<file path="src/rtl/us_timebase_pkg.sv">
// Shared types and defaults for the microsecond timebase.
package timebase_pkg;

   typedef enum logic {
      IDLE = 1'b0,
      RUN  = 1'b1
   } tmr_state_t;

   localparam int unsigned TMR_W_DEF     = 16;
   localparam int unsigned US_PER_MS_DEF = 1000;

endpackage

</file>
<file path="src/rtl/us_timebase_if.sv">
// Timer control/status bundle between a client (master) and the timebase (slave).
interface us_timebase_if #(
   parameter int unsigned TMR_W = timebase_pkg::TMR_W_DEF
);

   logic             tmr_load;
   logic [TMR_W-1:0] tmr_period;
   logic             tmr_periodic;
   logic             tmr_stop;
   logic             tmr_busy;
   logic             tmr_expired;
   logic [TMR_W-1:0] tmr_remaining;

   modport master (
      output tmr_load, tmr_period, tmr_periodic, tmr_stop,
      input  tmr_busy, tmr_expired, tmr_remaining
   );

   modport slave (
      input  tmr_load, tmr_period, tmr_periodic, tmr_stop,
      output tmr_busy, tmr_expired, tmr_remaining
   );

endinterface

</file>
<file path="src/rtl/us_timebase_edge_sync.sv">
// Brings the divided reference into the clk domain and flags its rising edges.
module edge_sync #(
   parameter bit SYNC_EN = 1'b1
) (
   input  logic clk,
   input  logic rst,
   input  logic freq_in,
   output logic edge_p
);

   generate
      if (SYNC_EN) begin : g_sync
         logic s0, s1, s2;

         always_ff @(posedge clk or posedge rst) begin
            if (rst) begin
               s0 <= 1'b0;
               s1 <= 1'b0;
               s2 <= 1'b0;
            end else begin
               s0 <= freq_in;
               s1 <= s0;
               s2 <= s1;
            end
         end

         assign edge_p = s1 & ~s2;
      end else begin : g_nosync
         logic s2;

         always_ff @(posedge clk or posedge rst) begin
            if (rst) s2 <= 1'b0;
            else     s2 <= freq_in;
         end

         assign edge_p = freq_in & ~s2;
      end
   endgenerate

endmodule

</file>
<file path="src/rtl/us_timebase.sv">
// Microsecond/millisecond strobes, free-running us counter and a loadable us timer,
// all derived from the divided reference sampled as data in the clk domain.
module us_timebase
   import timebase_pkg::*;
#(
   parameter bit          SYNC_EN      = 1'b1,
   parameter int unsigned EDGES_PER_US = 1,
   parameter int unsigned US_PER_MS    = US_PER_MS_DEF,
   parameter int unsigned TMR_W        = TMR_W_DEF
) (
   input  logic               clk,
   input  logic               rst,
   input  logic               freq_in,
   us_timebase_if.slave       tmr,
   output logic               tick_us,
   output logic               tick_ms,
   output logic [31:0]        us_count
);

   localparam int unsigned EW = (EDGES_PER_US > 1) ? $clog2(EDGES_PER_US) : 1;
   localparam int unsigned MW = (US_PER_MS > 1) ? $clog2(US_PER_MS) : 1;
   localparam logic [EW-1:0] EDGE_LAST = EW'(EDGES_PER_US - 1);
   localparam logic [MW-1:0] MS_LAST   = MW'(US_PER_MS - 1);

   logic             edge_p;
   logic [EW-1:0]    edge_cnt;
   logic [MW-1:0]    ms_cnt;
   logic [31:0]      us_cnt;
   logic             tick_us_q;
   logic             tick_ms_q;

   tmr_state_t       state;
   logic [TMR_W-1:0] remaining;
   logic [TMR_W-1:0] period_lat;
   logic             periodic_lat;
   logic             busy_q;
   logic             expired_q;

   edge_sync #(.SYNC_EN(SYNC_EN)) u_edge_sync (
      .clk     (clk),
      .rst     (rst),
      .freq_in (freq_in),
      .edge_p  (edge_p)
   );

   // tick_ms and the us_count increment land together with the wrapping tick_us.
   always_ff @(posedge clk or posedge rst) begin
      if (rst) begin
         edge_cnt  <= '0;
         ms_cnt    <= '0;
         us_cnt    <= '0;
         tick_us_q <= 1'b0;
         tick_ms_q <= 1'b0;
      end else begin
         tick_us_q <= 1'b0;
         tick_ms_q <= 1'b0;
         if (edge_p) begin
            if (edge_cnt == EDGE_LAST) begin
               edge_cnt  <= '0;
               tick_us_q <= 1'b1;
               us_cnt    <= us_cnt + 32'd1;
               if (ms_cnt == MS_LAST) begin
                  ms_cnt    <= '0;
                  tick_ms_q <= 1'b1;
               end else begin
                  ms_cnt <= ms_cnt + 1'b1;
               end
            end else begin
               edge_cnt <= edge_cnt + 1'b1;
            end
         end
      end
   end

   // Priority: stop, then load, then tick. A zero-period load while running just idles.
   always_ff @(posedge clk or posedge rst) begin
      if (rst) begin
         state        <= IDLE;
         remaining    <= '0;
         period_lat   <= '0;
         periodic_lat <= 1'b0;
         busy_q       <= 1'b0;
         expired_q    <= 1'b0;
      end else begin
         expired_q <= 1'b0;
         if (tmr.tmr_stop) begin
            state     <= IDLE;
            remaining <= '0;
            busy_q    <= 1'b0;
         end else if (tmr.tmr_load) begin
            if (tmr.tmr_period == '0) begin
               expired_q <= (state == IDLE);
               state     <= IDLE;
               remaining <= '0;
               busy_q    <= 1'b0;
            end else begin
               state        <= RUN;
               remaining    <= tmr.tmr_period;
               period_lat   <= tmr.tmr_period;
               periodic_lat <= tmr.tmr_periodic;
               busy_q       <= 1'b1;
            end
         end else if (state == RUN && tick_us_q) begin
            if (remaining == TMR_W'(1)) begin
               expired_q <= 1'b1;
               if (periodic_lat) begin
                  remaining <= period_lat;
               end else begin
                  remaining <= '0;
                  state     <= IDLE;
                  busy_q    <= 1'b0;
               end
            end else begin
               remaining <= remaining - 1'b1;
            end
         end
      end
   end

   assign tick_us           = tick_us_q;
   assign tick_ms           = tick_ms_q;
   assign us_count          = us_cnt;
   assign tmr.tmr_busy      = busy_q;
   assign tmr.tmr_expired   = expired_q;
   assign tmr.tmr_remaining = remaining;

endmodule

</file>
<file path="src/flat_wrapper.sv">
// flat-port wrapper written by rule: the top's interface ports become plain ports
module us_timebase_flat import timebase_pkg::*;
#(
   parameter bit          SYNC_EN      = 1'b1,
   parameter int unsigned EDGES_PER_US = 1,
   parameter int unsigned US_PER_MS    = US_PER_MS_DEF,
   parameter int unsigned TMR_W        = TMR_W_DEF
)
  (clk, rst, freq_in, tick_us, tick_ms, us_count, tmr_tmr_load, tmr_tmr_period, tmr_tmr_periodic, tmr_tmr_stop, tmr_tmr_busy, tmr_tmr_expired, tmr_tmr_remaining);
  us_timebase_if #(.TMR_W(TMR_W)) tmr_i ();
  input  logic clk;
  input  logic rst;
  input  logic freq_in;
  output logic tick_us;
  output logic tick_ms;
  output logic [31:0] us_count;
  input wire logic [$bits(tmr_i.tmr_load)-1:0] tmr_tmr_load;
  input wire logic [$bits(tmr_i.tmr_period)-1:0] tmr_tmr_period;
  input wire logic [$bits(tmr_i.tmr_periodic)-1:0] tmr_tmr_periodic;
  input wire logic [$bits(tmr_i.tmr_stop)-1:0] tmr_tmr_stop;
  output wire logic [$bits(tmr_i.tmr_busy)-1:0] tmr_tmr_busy;
  output wire logic [$bits(tmr_i.tmr_expired)-1:0] tmr_tmr_expired;
  output wire logic [$bits(tmr_i.tmr_remaining)-1:0] tmr_tmr_remaining;
  assign tmr_i.tmr_load = tmr_tmr_load;
  assign tmr_i.tmr_period = tmr_tmr_period;
  assign tmr_i.tmr_periodic = tmr_tmr_periodic;
  assign tmr_i.tmr_stop = tmr_tmr_stop;
  assign tmr_tmr_busy = tmr_i.tmr_busy;
  assign tmr_tmr_expired = tmr_i.tmr_expired;
  assign tmr_tmr_remaining = tmr_i.tmr_remaining;
  us_timebase #(.SYNC_EN(SYNC_EN), .EDGES_PER_US(EDGES_PER_US), .US_PER_MS(US_PER_MS), .TMR_W(TMR_W)) u_core (.clk(clk), .rst(rst), .freq_in(freq_in), .tmr(tmr_i), .tick_us(tick_us), .tick_ms(tick_ms), .us_count(us_count));
endmodule
</file>
<file path="config.mk">
export PLATFORM = sky130hd
export DESIGN_NAME = us_timebase_flat
export DESIGN_NICKNAME = d
export VERILOG_FILES = /design/src/rtl/us_timebase_pkg.sv /design/src/rtl/us_timebase_if.sv /design/src/rtl/us_timebase_edge_sync.sv /design/src/rtl/us_timebase.sv /design/src/flat_wrapper.sv
export SDC_FILE = /design/constraint.sdc
export NUM_CORES = 1
export LEC_CHECK = 0
export ABC_AREA = 1
export BUFFER_PORTS_ARGS = -buffer_cell sky130_fd_sc_hd__clkbuf_2
export CORE_MARGIN = 4
export CORE_UTILIZATION = 40
export DETAILED_ROUTE_END_ITERATION = 10
export GPL_TIMING_DRIVEN = 0
export SETUP_SLACK_MARGIN = 0.15
export SKIP_LAST_GASP = 1
export SLEW_MARGIN = 20
export SYNTH_ARGS = -nofsm -noshare
export SYNTH_HDL_FRONTEND = slang
export SYNTH_SLANG_ARGS = --single-unit
</file>
<file path="constraint.sdc">
create_clock -name clk -period 4.7 [get_ports clk]
set_clock_uncertainty 0.05 [all_clocks]
set_input_delay 1.175 -clock clk [delete_from_list [all_inputs] [get_ports clk]]
set_output_delay 1.175 -clock clk [all_outputs]
set_load 0.05 [all_outputs]
</file>
# ---- Yosys cells after proc, flatten, opt, wreduce, memory -nomap -nowiden
# Index checks and enable logic that the tools add are counted.
dict set report classes {
  addsub 4
  multipliers 0
  n_div 0
  n_lt_le_gt_ge 0
  n_eq_ne 3
  n_shift 0
  n_mux 24
  bitwise_logic 6
  reduce_logical 7
}
# cell count
set op_table {}
lappend op_table {{$mux W16} 6}
lappend op_table {{$add A32 B1 Y32 const B} 1}
lappend op_table {{$mux W1} 17}
lappend op_table {{$eq A16 B1 Y1 const B} 1}
lappend op_table {{$logic_not A16 Y1} 1}
lappend op_table {{$sub A16 B1 Y16 const B} 1}
lappend op_table {{$add A10 B1 Y10 const B} 1}
lappend op_table {{$eq A10 B10 Y1 const B} 1}
lappend op_table {{$mux W10} 1}
lappend op_table {{$reduce_and A3 Y1} 2}
lappend op_table {{$reduce_bool A3 Y1} 2}
lappend op_table {{$not A1 Y1} 5}
lappend op_table {{$ne A3 B3 Y1 const B} 1}
lappend op_table {{$reduce_and A2 Y1} 1}
lappend op_table {{$add A1 B1 Y1 const B} 1}
lappend op_table {{$and A1 B1 Y1} 1}
lappend op_table {{$logic_and A1 B1 Y1} 1}
dict set report word_totals {
  register_bits 83
  latch_bits 0
  ram_bits 0
  mem_bits_ro 0
  inputBits 22
  output_inout_bits 52
  elab_cells 57
  memories 0
}

# ---- Depth between registers and ports, before layout
# Gate-level depths: netlist (run 1).
dict set report depth {
  depth_word 5
  ltp_mapped 12
  depth_no_buf 12
}

# ---- Cells and area by module
# A second synthesis (run 1) with hierarchy kept.
dict set report hier_totals {
  hier_cells 658
  hier_area_um2 4768.3
}
# module instances cells_per_inst area_each_um2 seq_area_each_um2
set by_module_without_submodules {}
lappend by_module_without_submodules {us_timebase 1 652 4679.5 1976.9}
lappend by_module_without_submodules {edge_sync 1 6 88.8 75.1}

# ---- Least setup slack after synthesis (run 1)
# No wires, ideal clock.
dict set report synth_timing {
  kind {input -> register}
  from {in tmr_tmr_load}
  to {reg u_core.remaining[7], in the netlist u_core.tmr.tmr_remaining[7]}
  setup_time_ns 0.066
  arrival_time_ns 2.066
  required_time_ns 4.584
  setup_slack_ns 2.518
  path_stages 10
  path_buffers 2
  cell_sequence {buf_2 > nor2_1 > nand2_1 > inv_2 > nor2_2 > inv_2 > buf_6 > a21oi_1 > nand2_1 > nand2_1}
}
dict set report synth_between {
  elab_chain_len 2
  word_cells_on_any_way 3
  cone_classes {mux: 2; reduce/logical: 1}
}
# item line_no
set synth_rtl {}
lappend synth_rtl {{from (decl)} flat_wrapper.sv:17} ;# input wire logic [$bits(tmr_i.tmr_load)-1:0] tmr_tmr_load;
lappend synth_rtl {{$mux W16} us_timebase.sv:90} ;# end else if (tmr.tmr_load) begin
lappend synth_rtl {{$mux W16} us_timebase.sv:86} ;# if (tmr.tmr_stop) begin
lappend synth_rtl {{to (signal assigned)} us_timebase.sv:98} ;# remaining <= tmr.tmr_period;
lappend synth_rtl {{to (signal assigned)} us_timebase.sv:107} ;# remaining <= period_lat;
lappend synth_rtl {{to (signal assigned)} us_timebase.sv:114} ;# remaining <= remaining - 1'b1;
lappend synth_rtl {{to (decl)} us_timebase.sv:33} ;# logic [TMR_W-1:0] remaining;
# Parallel ways exist; a longest one is shown, timed or not.
# A chain may end at the register's enable or synchronous reset.

# ---- Worst setup path in the final report (run 1)
dict set report layout_timing {
  from {reg u_core.us_cnt[20], in the netlist u_core.us_count[20]}
  to {out us_count[20]}
}
# item line_no
set layout_rtl {}
lappend layout_rtl {{from (decl)} us_timebase.sv:28} ;# logic [31:0] us_cnt;
lappend layout_rtl {{from (signal assigned)} us_timebase.sv:61} ;# us_cnt <= us_cnt + 32'd1;
lappend layout_rtl {{to (decl)} flat_wrapper.sv:16} ;# output logic [31:0] us_count;
# No word-level cell between the ends.

==> impl.org, run 1 <==
** Run status
- The flow ran to the end, and the final reports show no timing, DRC or antenna violations.

** Placed design
- Placed cell count :: 887
- DPL Wire Length :: 9730 um
- Routability congestion estimate :: 0.900
- Number of input and output port buffers inserted :: 72
- Once placement finished, the instance area stood at 5350 um^2.

** Detailed routing
- The detailed router finished its first iteration with 340 violations.
- Routed length per placed instance :: 14.1 um
- Total iterations of the first detailed-routing run :: 6
- Number of nets with antenna violations after detailed routing :: 0
- Wires add up to 12800 um.
- Routed vias :: 4568
- DRC errors left :: 0
- Post-detailed-route via-to-cell ratio :: 5.06

** STA
- Max transition margin :: 0.615
- Fmax :: 424 MHz
- # setup viols final :: 0
- Final Max Slew Viols :: 0
- The count of final hold-check violations came to 0.
- Accumulated negative setup slack :: 0 ns
- Minimum period implied by the final worst setup slack :: 2.36 ns
- Final hold slack :: 0.312 ns
- Final Cycle Share :: 0.502
- For the pin with the worst max-slew slack, the measured transition is 0.578 ns.
- Setup repair after global routing left no endpoint under its margin.

** Setup path
- Counting cells, the worst reg-to-reg path comes to 10.
- Cell with the biggest individual delay on the critical path :: sky130_fd_sc_hd__dfrtp_1
- The most critical setup path has its startpoint at u_core.us_count[20].
- The cell family contributing the most delay on the critical path is flip-flops.
- Required time of the critical path :: 3.47 ns
- Ordered list of cells on the worst path :: clkbuf_2
- Launch instance of the worst register-to-register path :: u_core.tmr.tmr_remaining[1]
- The worst setup path is launched from a flip-flop.
- Of all nets on the critical path, the largest fanout is 5.
- WP buf/inv :: 1
- Reg-to-reg endpoint :: u_core.tmr.tmr_remaining[9]
- The largest single stage delay on the critical path is 0.47 ns.
- Arrival @ worst endpoint :: 1.14 ns
- Crit path depth :: 1
- Critical setup path kind :: reg2out
- The worst register-to-register path has a setup slack of 2.81 ns.
- The worst setup path is captured at a primary output.

** Clock tree
- Number of H-tree branching levels :: 3
- CTS tree :: yes
- The clock net in this run drives a total of 82 sinks.
- Counting the buffers created by CTS gives 9.
- Clock latency reported for the late side of the worst-skew pair :: 0.34 ns
- Hold-fix buffer count after cts :: 0
- In this run the deepest clock path goes through 2 buffers.
- Post-CTS timing repair inserted 0 buffers for setup.
- Clock-pin slew was measured on the worst setup and hold paths at 0.06 ns.
- The root buffer cell chosen for the clock tree is sky130_fd_sc_hd__clkbuf_16.
- Resized Gates After CTS :: 0

** Pwr
- Leakage power :: 2.86 nW
- Worst voltage drop across the vdd grid :: 0.000271 V
- Power Density :: 383 nW/um^2

** Finish
- Share of cells above drive strength 1 :: 0.159
- In the final design database the tool counted 781 nets.
- The number of antenna diodes in the final layout is 0.
- Post-route cell area :: 5680 um^2
- Once layout is complete, the utilization of the core stands at 0.491.
- Layout area overhead :: 18.8%
- Final instance count without filler cells :: 903

** Die
- Die Wd :: 117 um
- Die outline height :: 117 um
- Number of core rows :: 39
- Die ar. :: 13800 um^2
- Floorplan core area :: 11600 um^2
- Initial standard-cell utilization of the core :: 0.414
- Count of boundary I/O pins :: 74

** Min path
- Hold wc startpoint :: u_core.u_edge_sync.g_sync.s0
- Number of instances on the worst hold path :: 0
- Hold Crit Endpoint :: u_core.u_edge_sync.g_sync.s1
- Min-delay worst type :: reg2reg

** Synthesis
- The most used flip-flop cell after synthesis is sky130_fd_sc_hd__dfrtp_1.
- Mapped Nets :: 697
- In this run, synthesis inferred 0 flip-flops with an integrated enable.
- Synthesized flop and latch total :: 82
- Averaged over all synthesized cells, the footprint is 7.13 um^2.
- Fraction of registers with async set/reset :: 1.00
- Largest area contributor in the synthesized netlist :: sky130_fd_sc_hd__dfrtp_1
- The synthesized netlist contains 34 unique library cells.
- Portion of the post-synthesis area used by sequential elements :: 0.429
- Yosys printed 0 warnings.
- Leading post-synthesis cells by cell area :: sky130_fd_sc_hd__dfrtp_1 (43%), sky130_fd_sc_hd__nand2_1 (17%), sky130_fd_sc_hd__nor2_1 (6.7%)
- The synthesized netlist occupies a cell area of 4780 um^2.
- Most frequent cell after synthesis :: sky130_fd_sc_hd__nand2_1
- Sorting the synthesized cells by how often they occur yields sky130_fd_sc_hd__nand2_1 (211), sky130_fd_sc_hd__nor2_1 (86), sky130_fd_sc_hd__dfrtp_1 (82).
- Of the post-synthesis cell area, the dominant cell type holds 0.429.
- Count of mapped cells out of synthesis :: 671

** Global route
- The number of antenna violations at the first check in global routing came to 0.
- Global routing finished with a remaining overflow of 0.
- The first global-routing pass estimated 21500 um of wire.
- Maximum number of pins on one net before global-route repair :: 45
- Number of global-route vias before repair :: 4380
- Across every metal layer, demand over resource in global routing totals 0.189.

** Flow run
- Max-cap violations in this run came to 0.
-- cell usage in the layout (no fill, tap or decap), drive strengths merged --
master / instances
nand2: 214
o21ai: 22
nor2: 95
nor3: 22
a31oi: 1
inv: 84
buf: 11
ha: 4
dfrtp: 82
nand4: 14
o21bai: 1
xor2: 20
and3: 1
bufinv: 2
nand3: 57
nor3b: 1
o22ai: 1
a21oi: 29
clkinvlp: 1
clkbuf: 88
xnor2: 8
clkinv: 2
-- layout make-up --
class                      instances  area [um^2]
multi-input combinational        490         2330
fill                            1182         5880
clock buffer                      11          243
timing repair buffer              73          388
tap                              143          179
clock inverter                     5         85.1
inverter                          84          318
buffer                            15         82.6
sequential                        82         2050
-- registers in the layout (all words and copies together), names as in the netlist, 10 cells and up --
register                  flops
u_core.ms_cnt                10
u_core.us_count              32
u_core.tmr.tmr_remaining     16
u_core.period_lat            16
-- how the worst max path moves through the flow --
stage	to	slack (ns)
3_5_place_dp	u_core.tmr.tmr_remaining[8]	2.11
6_report	us_count[20]	2.34
2_1_floorplan	u_core.ms_cnt[0]	1.37
3_3_place_gp	u_core.ms_cnt[8]	0.26
4_1_cts	us_count[17]	2.33
5_1_grt	us_count[20]	2.29
-- layer usage --
layer	wire, um	vias to the layer above	global-route usage	part of all wire
li1	-	2283	-	-
met1	5890	2126	0.253	0.46
met2	6060	137	0.306	0.47
met3	596	22	0.0327	0.047
met4	232	0	0.0755	0.018
met5	0	-	0	0
-- stage by stage --
stage | setup WS (ns) | total power [mW]
2_1_floorplan | 1.37 | 1.26
3_3_place_gp | 0.259 | 1.39
3_5_place_dp | 2.11 | 1.40
4_1_cts | 2.33 | 2.20
5_1_grt | 2.29 | 2.30
6_report | 2.34 | 2.18
-- power by group --
group	switching (mW)	internal, mW	leakage (nW)
Sequential	0.0916	0.785	1.05
Clock	0.303	0.484	0.157
Combinational	0.370	0.143	1.65
-- logic make-up after synthesis --
family | share of synthesized area
DFF | 0.429
buffers and inverters | 0.0832
AOI/OAI and AO/OA | 0.0575
adders and majority gates | 0.0105
xor gates and xnor gates | 0.0528
and+or+nand+nor | 0.367
No activity file was read; power rests on OpenSTA's default activity.
==> run 2: changes to the inputs <==
==> constraint.sdc (replaced) <==
create_clock -name clk -period 2.42 [get_ports clk]
set_clock_uncertainty 0.05 [all_clocks]
set_input_delay 0.605 -clock clk [delete_from_list [all_inputs] [get_ports clk]]
set_output_delay 0.605 -clock clk [all_outputs]
set_load 0.05 [all_outputs]
==> run 2 against run 1 <==
Via count about the same. Cell count increased by 0.22%. Sequential power rose by 94%. Combinational power grew 97%. Largest cell class unchanged. Critical endpoint is now u_core.tmr.tmr_remaining[9]. Sequential cell count did not move.
==> impl.org, run 2 (same netlist as run 1, synthesis figures left out) <==
** Detailed routing
- Total iterations of the first detailed-routing run :: 5
- WL final :: 12700 um
- Iter 0 DRT Violations :: 298
- Routed length per placed instance :: 14.1 um
- After detailed routing, the number of remaining DRC violations is 0.
- Post-detailed-route via-to-cell ratio :: 5.05
- Number of nets with antenna violations after detailed routing :: 0
- Routed vias :: 4566

** Pwr
- Total power for the finished layout comes to 4.23 mW.
- Power Density :: 738 nW/um^2
- Worst voltage drop across the vdd grid :: 0.000605 V
- Leakage power :: 2.88 nW

** Die
- Count of boundary I/O pins :: 74
- After floorplanning, the core was divided into 39 placement rows.
- Initial standard-cell utilization of the core :: 0.414
- Die Wd :: 117 um
- Die ar. :: 13800 um^2
- Floorplan core area :: 11600 um^2
- Die outline height :: 117 um

** STA
- The worst pin sits at a relative slew slack of 0.687.
- Fmax :: 529 MHz
- # setup viols final :: 0
- The number of pins with negative max-slew slack in the final report came to 0.
- The count of final hold-check violations is 0.
- At the pin with the least slew margin, the transition time is 0.469 ns.
- After layout, the minimum clock period comes to 1.89 ns.
- RSZ-0062 raised after global routing :: no
- Accumulated negative setup slack :: 0 ns
- Final Cycle Share :: 0.781

** Setup path
- By startpoint and endpoint, the worst setup path is classified as reg2reg.
- The worst setup path is launched from a flip-flop.
- Across all register-to-register paths, the minimum setup slack is 0.53 ns.
- Data arrives at the worst endpoint at 2.08 ns.
- Counting cells, the worst reg-to-reg path comes to 10.
- Launch instance of the worst register-to-register path :: u_core.tmr.tmr_remaining[1]
- Cell with the biggest individual delay on the critical path :: sky130_fd_sc_hd__dfrtp_1
- Counting stages on the worst path, the most repeated cell is sky130_fd_sc_hd__nand3_1.
- Endpoint type of the worst setup path :: flip-flop
- Worst path max stage delay :: 0.41 ns
- The endpoint identified for the worst register-to-register timing path is u_core.tmr.tmr_remaining[9].
- Of all nets on the critical path, the largest fanout is 10.
- Data on the critical path is required at its endpoint by 2.61 ns.
- Ordered list of cells on the worst path :: inv_1 -> ha_1 -> nand3_1 -> nor2_2 -> nand3_2 -> buf_2 -> nand3_1 -> nand3_1 -> nand2_1 -> nand2_1
- Crit path launch :: u_core.tmr.tmr_remaining[1]

** Finish
- The register with the most flip-flops in the layout has 32 of them.
- Post-route cell area :: 5730 um^2
- The area growth from synthesis to layout is 19.8%.
- Leaving out fill and tap cells, the most frequent cell in the layout is sky130_fd_sc_hd__nand2_1.
- The number of antenna diodes in the final layout is 0.
- Of the cells placed in the final design, the portion with a size suffix greater than 1 is 0.163.
- Number of nets in the final layout :: 783
- Fill cell instance count of the final layout :: 1168
- The library cells used most frequently in the layout, excluding fill and tap cells, are sky130_fd_sc_hd__nand2_1 (211), sky130_fd_sc_hd__nor2_1 (86), sky130_fd_sc_hd__dfrtp_1 (82).

** Clock tree
- Number of buffers inserted during clock tree synthesis :: 9
- Sink count of the clock tree :: 82
- The clock reaches the later pin of the worst-skew pair after 0.35 ns.
- Hold-fix buffer count after cts :: 0
- Worst-case clock buffer depth :: 2
- Resized Gates After CTS :: 0
- Number of H-tree branching levels :: 3
- Post CTS Setup Buffer Count :: 0
- Root buffer selected by CTS :: sky130_fd_sc_hd__clkbuf_16
- TritonCTS built the clock tree.
- After clock tree synthesis, the clock-pin slew on the worst setup and hold paths is 0.06 ns.

** Global route
- Overflow after GRT :: 0
- Maximum number of pins on one net before global-route repair :: 28
- The first global-routing pass estimated 21700 um of wire.
- The number of global-route vias before repair was 4515.
- In the global route stage, overall resource usage came out at 0.193.
- Antenna violations before repair :: 0

** Run status
- The run finished with clean final reports.

** Placed design
- Number of input and output port buffers inserted :: 72
- DPL Wire Length :: 9860 um
- Routability congestion estimate :: 0.876
- Placed instance area :: 5400 um^2

** Min path
- Min-delay worst type :: in2async

** Flow run
- Across the run, the number of max-cap violations was 0.
-- run 2: cell count changes in the layout (fill, tap and decap cells not counted), sizes merged --
cell / delta
clkinvlp: +2
clkinv: +1
inv: -2
buf: +2
clkbuf: -1
-- run 2: power breakdown --
part | internal, mW | total [mW] | switching [mW]
sequential | 1.53 | 1.70 | 0.178
combinational | 0.284 | 1.01 | 0.721
clock | 0.934 | 1.52 | 0.586
total | 2.74 | 4.23 | 1.48
-- run 2: worst max-delay path, delay by kind of cell (launching register included) --
family | cells | cell delay, ns
flip-flops | 1 | 0.41
adder cells (fa/ha/maj) | 1 | 0.19
AND/OR/NAND/NOR | 7 | 0.77
buffers and inverters | 2 | 0.36
-- run 2: layer usage --
metal | part of all wire | vias to the layer above | GRT usage | routed length [um]
li1 | - | 2280 | - | -
met1 | 0.48 | 2159 | 0.258 | 6070
met4 | 0.018 | 0 | 0.0799 | 232
met5 | 0 | - | 0 | 0
met2 | 0.46 | 112 | 0.311 | 5910
met3 | 0.041 | 15 | 0.0318 | 519
-- run 2: layout make-up --
cell class | count | area, um^2 | share of cell area
Clock buffer | 10 | 239 | 0.0417
Timing Repair Buffer | 75 | 435 | 0.0760
Inverter | 84 | 319 | 0.0557
Buffer | 15 | 82.6 | 0.0144
Tap cell | 143 | 179 | 0.0312
Clock inverter | 6 | 88.8 | 0.0155
Multi-Input combinational cell | 490 | 2330 | 0.407
Sequential cell | 82 | 2050 | 0.358
-- run 2: how the worst max path moves through the flow --
| stage | endpoint | slack (ns) | cells past startpoint |
|---|---|---|---|
| global route | u_core.tmr.tmr_remaining[7] | 0.33 | 10 |
| detailed placement | u_core.tmr.tmr_remaining[1] | 0.45 | 10 |
| CTS | u_core.tmr.tmr_remaining[9] | 0.54 | 10 |
| global placement | u_core.ms_cnt[4] | 0.22 | 2 |
| floorplan | u_core.us_count[20] | 0.47 | 8 |
| finish | u_core.tmr.tmr_remaining[9] | 0.53 | 10 |
-- run 2: through the flow --
step	setup WS, ns	hold WS, ns	std cells	utilization
finish	0.529	0.213	905	0.495
detailed placement	0.448	0.285	889	0.467
global placement	0.222	0.284	886	0.461
CTS	0.541	0.219	905	0.495
global route	0.328	0.251	905	0.495
floorplan	0.470	0.281	671	-
==> run 3: changes to the inputs <==
==> constraint.sdc (replaced) <==
create_clock -name clk -period 1.8 [get_ports clk]
set_clock_uncertainty 0.05 [all_clocks]
set_input_delay 0.45 -clock clk [delete_from_list [all_inputs] [get_ports clk]]
set_output_delay 0.45 -clock clk [all_outputs]
set_load 0.05 [all_outputs]
==> run 3 against run 2 <==
Via count grew 2.6%. Sequential share of layout area shrank 1.8 points. Wire length grew 5.3%. Worst setup slack lost 0.43 ns. Register-to-register slack lost 0.43 ns. Cell count grew 2.4%. Non-clock buffer count grew 21. Design area grew 7.7%. Count of clock-buffer cells in the layout grew 3. First-iteration DRC count grew 42%. Fmax grew 11%. Die area is the same. Critical path type unchanged. Highest routed layer unchanged.
==> impl.org, run 3 (same netlist as run 1, synthesis figures left out) <==
** Setup path
- Across all register-to-register paths, the minimum setup slack is 0.10 ns.
- Arrival @ worst endpoint :: 1.88 ns
- The setup path with the least slack is of type reg2reg.
- Launch instance of the worst register-to-register path :: u_core.tmr.tmr_remaining[1]
- Number of cells traversed by the worst register-to-register path :: 12
- STA classifies the critical path endpoint as a flip-flop.
- The worst register-to-register path ends at u_core.tmr.tmr_remaining[15].
- STA classifies the critical path startpoint as a flip-flop.
- Maximum fanout along the worst path :: 5
- At the worst endpoint, the required time is 1.98 ns.

** Run status
- The run finished with clean final reports.

** Global route
- For this run, the total global-route usage over all layers was measured as 0.192.
- Antenna violations before repair :: 0
- Entering global routing, the biggest net connects 30 pins.
- For this run the aggregate overflow at the end of global routing stands at 0.
- The first global-routing pass estimated 21700 um of wire.
- The number of global-route vias before repair is 4540.

** Die
- Initial standard-cell utilization of the core :: 0.414
- Die Wd :: 117 um
- During I/O placement, the number of pins put on the boundary was 74.
- Die outline height :: 117 um
- The floorplan step defined a core boundary enclosing 11600 um^2.
- Number of core rows :: 39
- The die covers 13800 um^2.

** Pwr
- The internal power of the cells totals 3.61 mW.
- Power comes to 5.69 mW.
- Of the total power, registers draw 0.410.
- Logic gate share of total power :: 0.268
- Worst voltage drop across the vdd grid :: 0.000564 V
- In this run the power density over the cells is 923 nW/um^2.
- Of the total power, the clock network draws 0.322.
- The analysis attributes to cell leakage a power of 2.98 nW.
- The analysis attributes to net switching a power of 2.08 mW.
- Of the total power, the share spent switching nets is 0.366.

** Detailed routing
- WL met3 :: 505 um
- Routed vias :: 4685
- In the detailed route, the total length drawn on met2 is 6690 um.
- After detailed routing, the wire length on met1 is 6000 um.
- Highest metal layer with signal wires :: met4
- Dividing the detail-routed wire length by the instance count gives 14.5 um.
- Wires add up to 13400 um.
- Total iterations of the first detailed-routing run :: 5
- Post-detailed-route via-to-cell ratio :: 5.05
- In the routed design, unresolved DRC markers number 0.
- Iter 0 DRT Violations :: 424
- The detail route stage leaves a number of antenna-violating nets equal to 0.

** Finish
- Of the cells placed in the final design, the portion with a size suffix greater than 1 is 0.298.
- After routing the design area is 6170 um^2.
- For this run, the number of standard cells in the final layout without fillers is 927.
- Most frequent standard cell in the layout excluding fill and tap cells :: sky130_fd_sc_hd__nand2_1
- Max FFs per register :: 32
- Compared with the post-synthesis result, the final layout area differs by 29.0%.
- In the layout the commonest cells are sky130_fd_sc_hd__nand2_1 (199), sky130_fd_sc_hd__inv_1 (73), sky130_fd_sc_hd__clkbuf_2 (73).
- Ant diodes :: 0
- In the final design database the tool counted 805 nets.
- The layout has 1119 filler cells.

** STA
- Dividing the final minimum period by the clock period gives 0.943.
- Once routing completed, OpenROAD measured the worst setup slack at 0.102 ns.
- Final hold violation count :: 0
- Setup repair after global routing could not meet its margin everywhere.
- Max transition margin :: 0.527
- At the pin with the least slew margin, the transition time is 0.708 ns.
- Accumulated negative setup slack :: 0 ns
- The worst path needs 1.70 ns of the cycle, external delays included.
- # setup viols final :: 0
- Final Max Slew Viols :: 0
- Fmax :: 589 MHz

** Clock tree
- Sink count of the clock tree :: 82
- CTS clock-pin slew for the worst setup and hold paths :: 0.06 ns
- CTS placed an instance of sky130_fd_sc_hd__clkbuf_16 at the clock tree root.
- For the worst-skew pair, the clock arrives at the later sink with an insertion delay of 0.34 ns.
- Number of buffers inserted during clock tree synthesis :: 9
- CTS tree :: yes
- The H-tree was split into 3 levels.
- Hold-fix buffer count after cts :: 0
- The clock passes through at most 2 buffers.

** Placed design
- Once placement finished, the instance area stood at 5470 um^2.
- At the placement stage, the worst setup path has a slack of -0.114 ns.
- Buffers placed on the I/O ports in this run total 72.
- Routability congestion estimate :: 0.930
- Once placement completed, the tool counted placed cells totaling 888.
- DPL Wire Length :: 9890 um

** Flow run
- Max-cap violations in this run came to 0.

** Min path
- The worst hold path belongs to the class in2async.
## run 3: metrics by stage
step,hold slack [ns],utilization
3_3_place_gp,0.282,0.469
6_report,0.149,0.533
3_5_place_dp,0.296,0.473
5_1_grt,0.159,0.533
4_1_cts,0.152,0.504
2_1_floorplan,0.281,-
## run 3: area by class of cell
class | count | area, um^2 | area share
buffer | 15 | 105 | 0.0170
clock buffer | 13 | 240 | 0.0389
clock inverter | 3 | 40.0 | 0.00649
inverter | 84 | 325 | 0.0527
multi-input combinational | 491 | 2610 | 0.423
sequential | 82 | 2100 | 0.341
tap | 143 | 179 | 0.0290
timing repair buffer | 96 | 568 | 0.0921
## run 3: worst max-delay path, cell delays in order (launching register included)
cell	delay [ns]
sky130_fd_sc_hd__dfrtp_2	0.44
sky130_fd_sc_hd__inv_4	0.10
sky130_fd_sc_hd__ha_4	0.16
sky130_fd_sc_hd__nand3_4	0.09
sky130_fd_sc_hd__nor2_4	0.11
sky130_fd_sc_hd__nand3_4	0.12
sky130_fd_sc_hd__inv_4	0.09
sky130_fd_sc_hd__buf_6	0.13
sky130_fd_sc_hd__nand2_2	0.04
sky130_fd_sc_hd__nand2_1	0.05
sky130_fd_sc_hd__nand2_1	0.04
sky130_fd_sc_hd__nand2_1	0.08
sky130_fd_sc_hd__nand2_1	0.06
## run 3: worst max path at each step
stage | endpoint | slack (ns) | depth (start not counted) | startpoint
detailed placement | u_core.us_count[26] | -0.11 | 5 | u_core.u_edge_sync.g_sync.s1
global route | u_core.tmr.tmr_remaining[15] | 0.005 | 11 | u_core.tmr.tmr_remaining[3]
floorplan | u_core.tmr.tmr_remaining[14] | 0.15 | 11 | u_core.tmr.tmr_remaining[15]
CTS | u_core.tmr.tmr_remaining[12] | 0.10 | 12 | u_core.tmr.tmr_remaining[1]
global placement | u_core.us_count[16] | -0.39 | 2 | rst
finish | u_core.tmr.tmr_remaining[15] | 0.10 | 12 | u_core.tmr.tmr_remaining[1]
## run 3: repair_timing
action / CTS / global route
setup endpoints to repair: 32 / 39
pin swaps: 12 / 19
gates resized for setup: 17 / 57
cloned: 1 / 1
buffers inserted: 2 / 19
## run 3: routing by layer
layer | vias to the layer above | GRT usage
li1 | 2327 | -
met3 | 17 | 0.0298
met5 | - | 0
met1 | 2230 | 0.240
met4 | 0 | 0.0667
met2 | 111 | 0.337
## run 3: power groups by stage
stage,Combinational (mW),Sequential (mW),Clock (mW)
6_report,1.53,2.33,1.83
3_3_place_gp,1.33,2.35,0
5_1_grt,1.69,2.37,1.94
3_5_place_dp,1.36,2.36,0
2_1_floorplan,0.703,2.64,0
4_1_cts,1.39,2.32,1.85
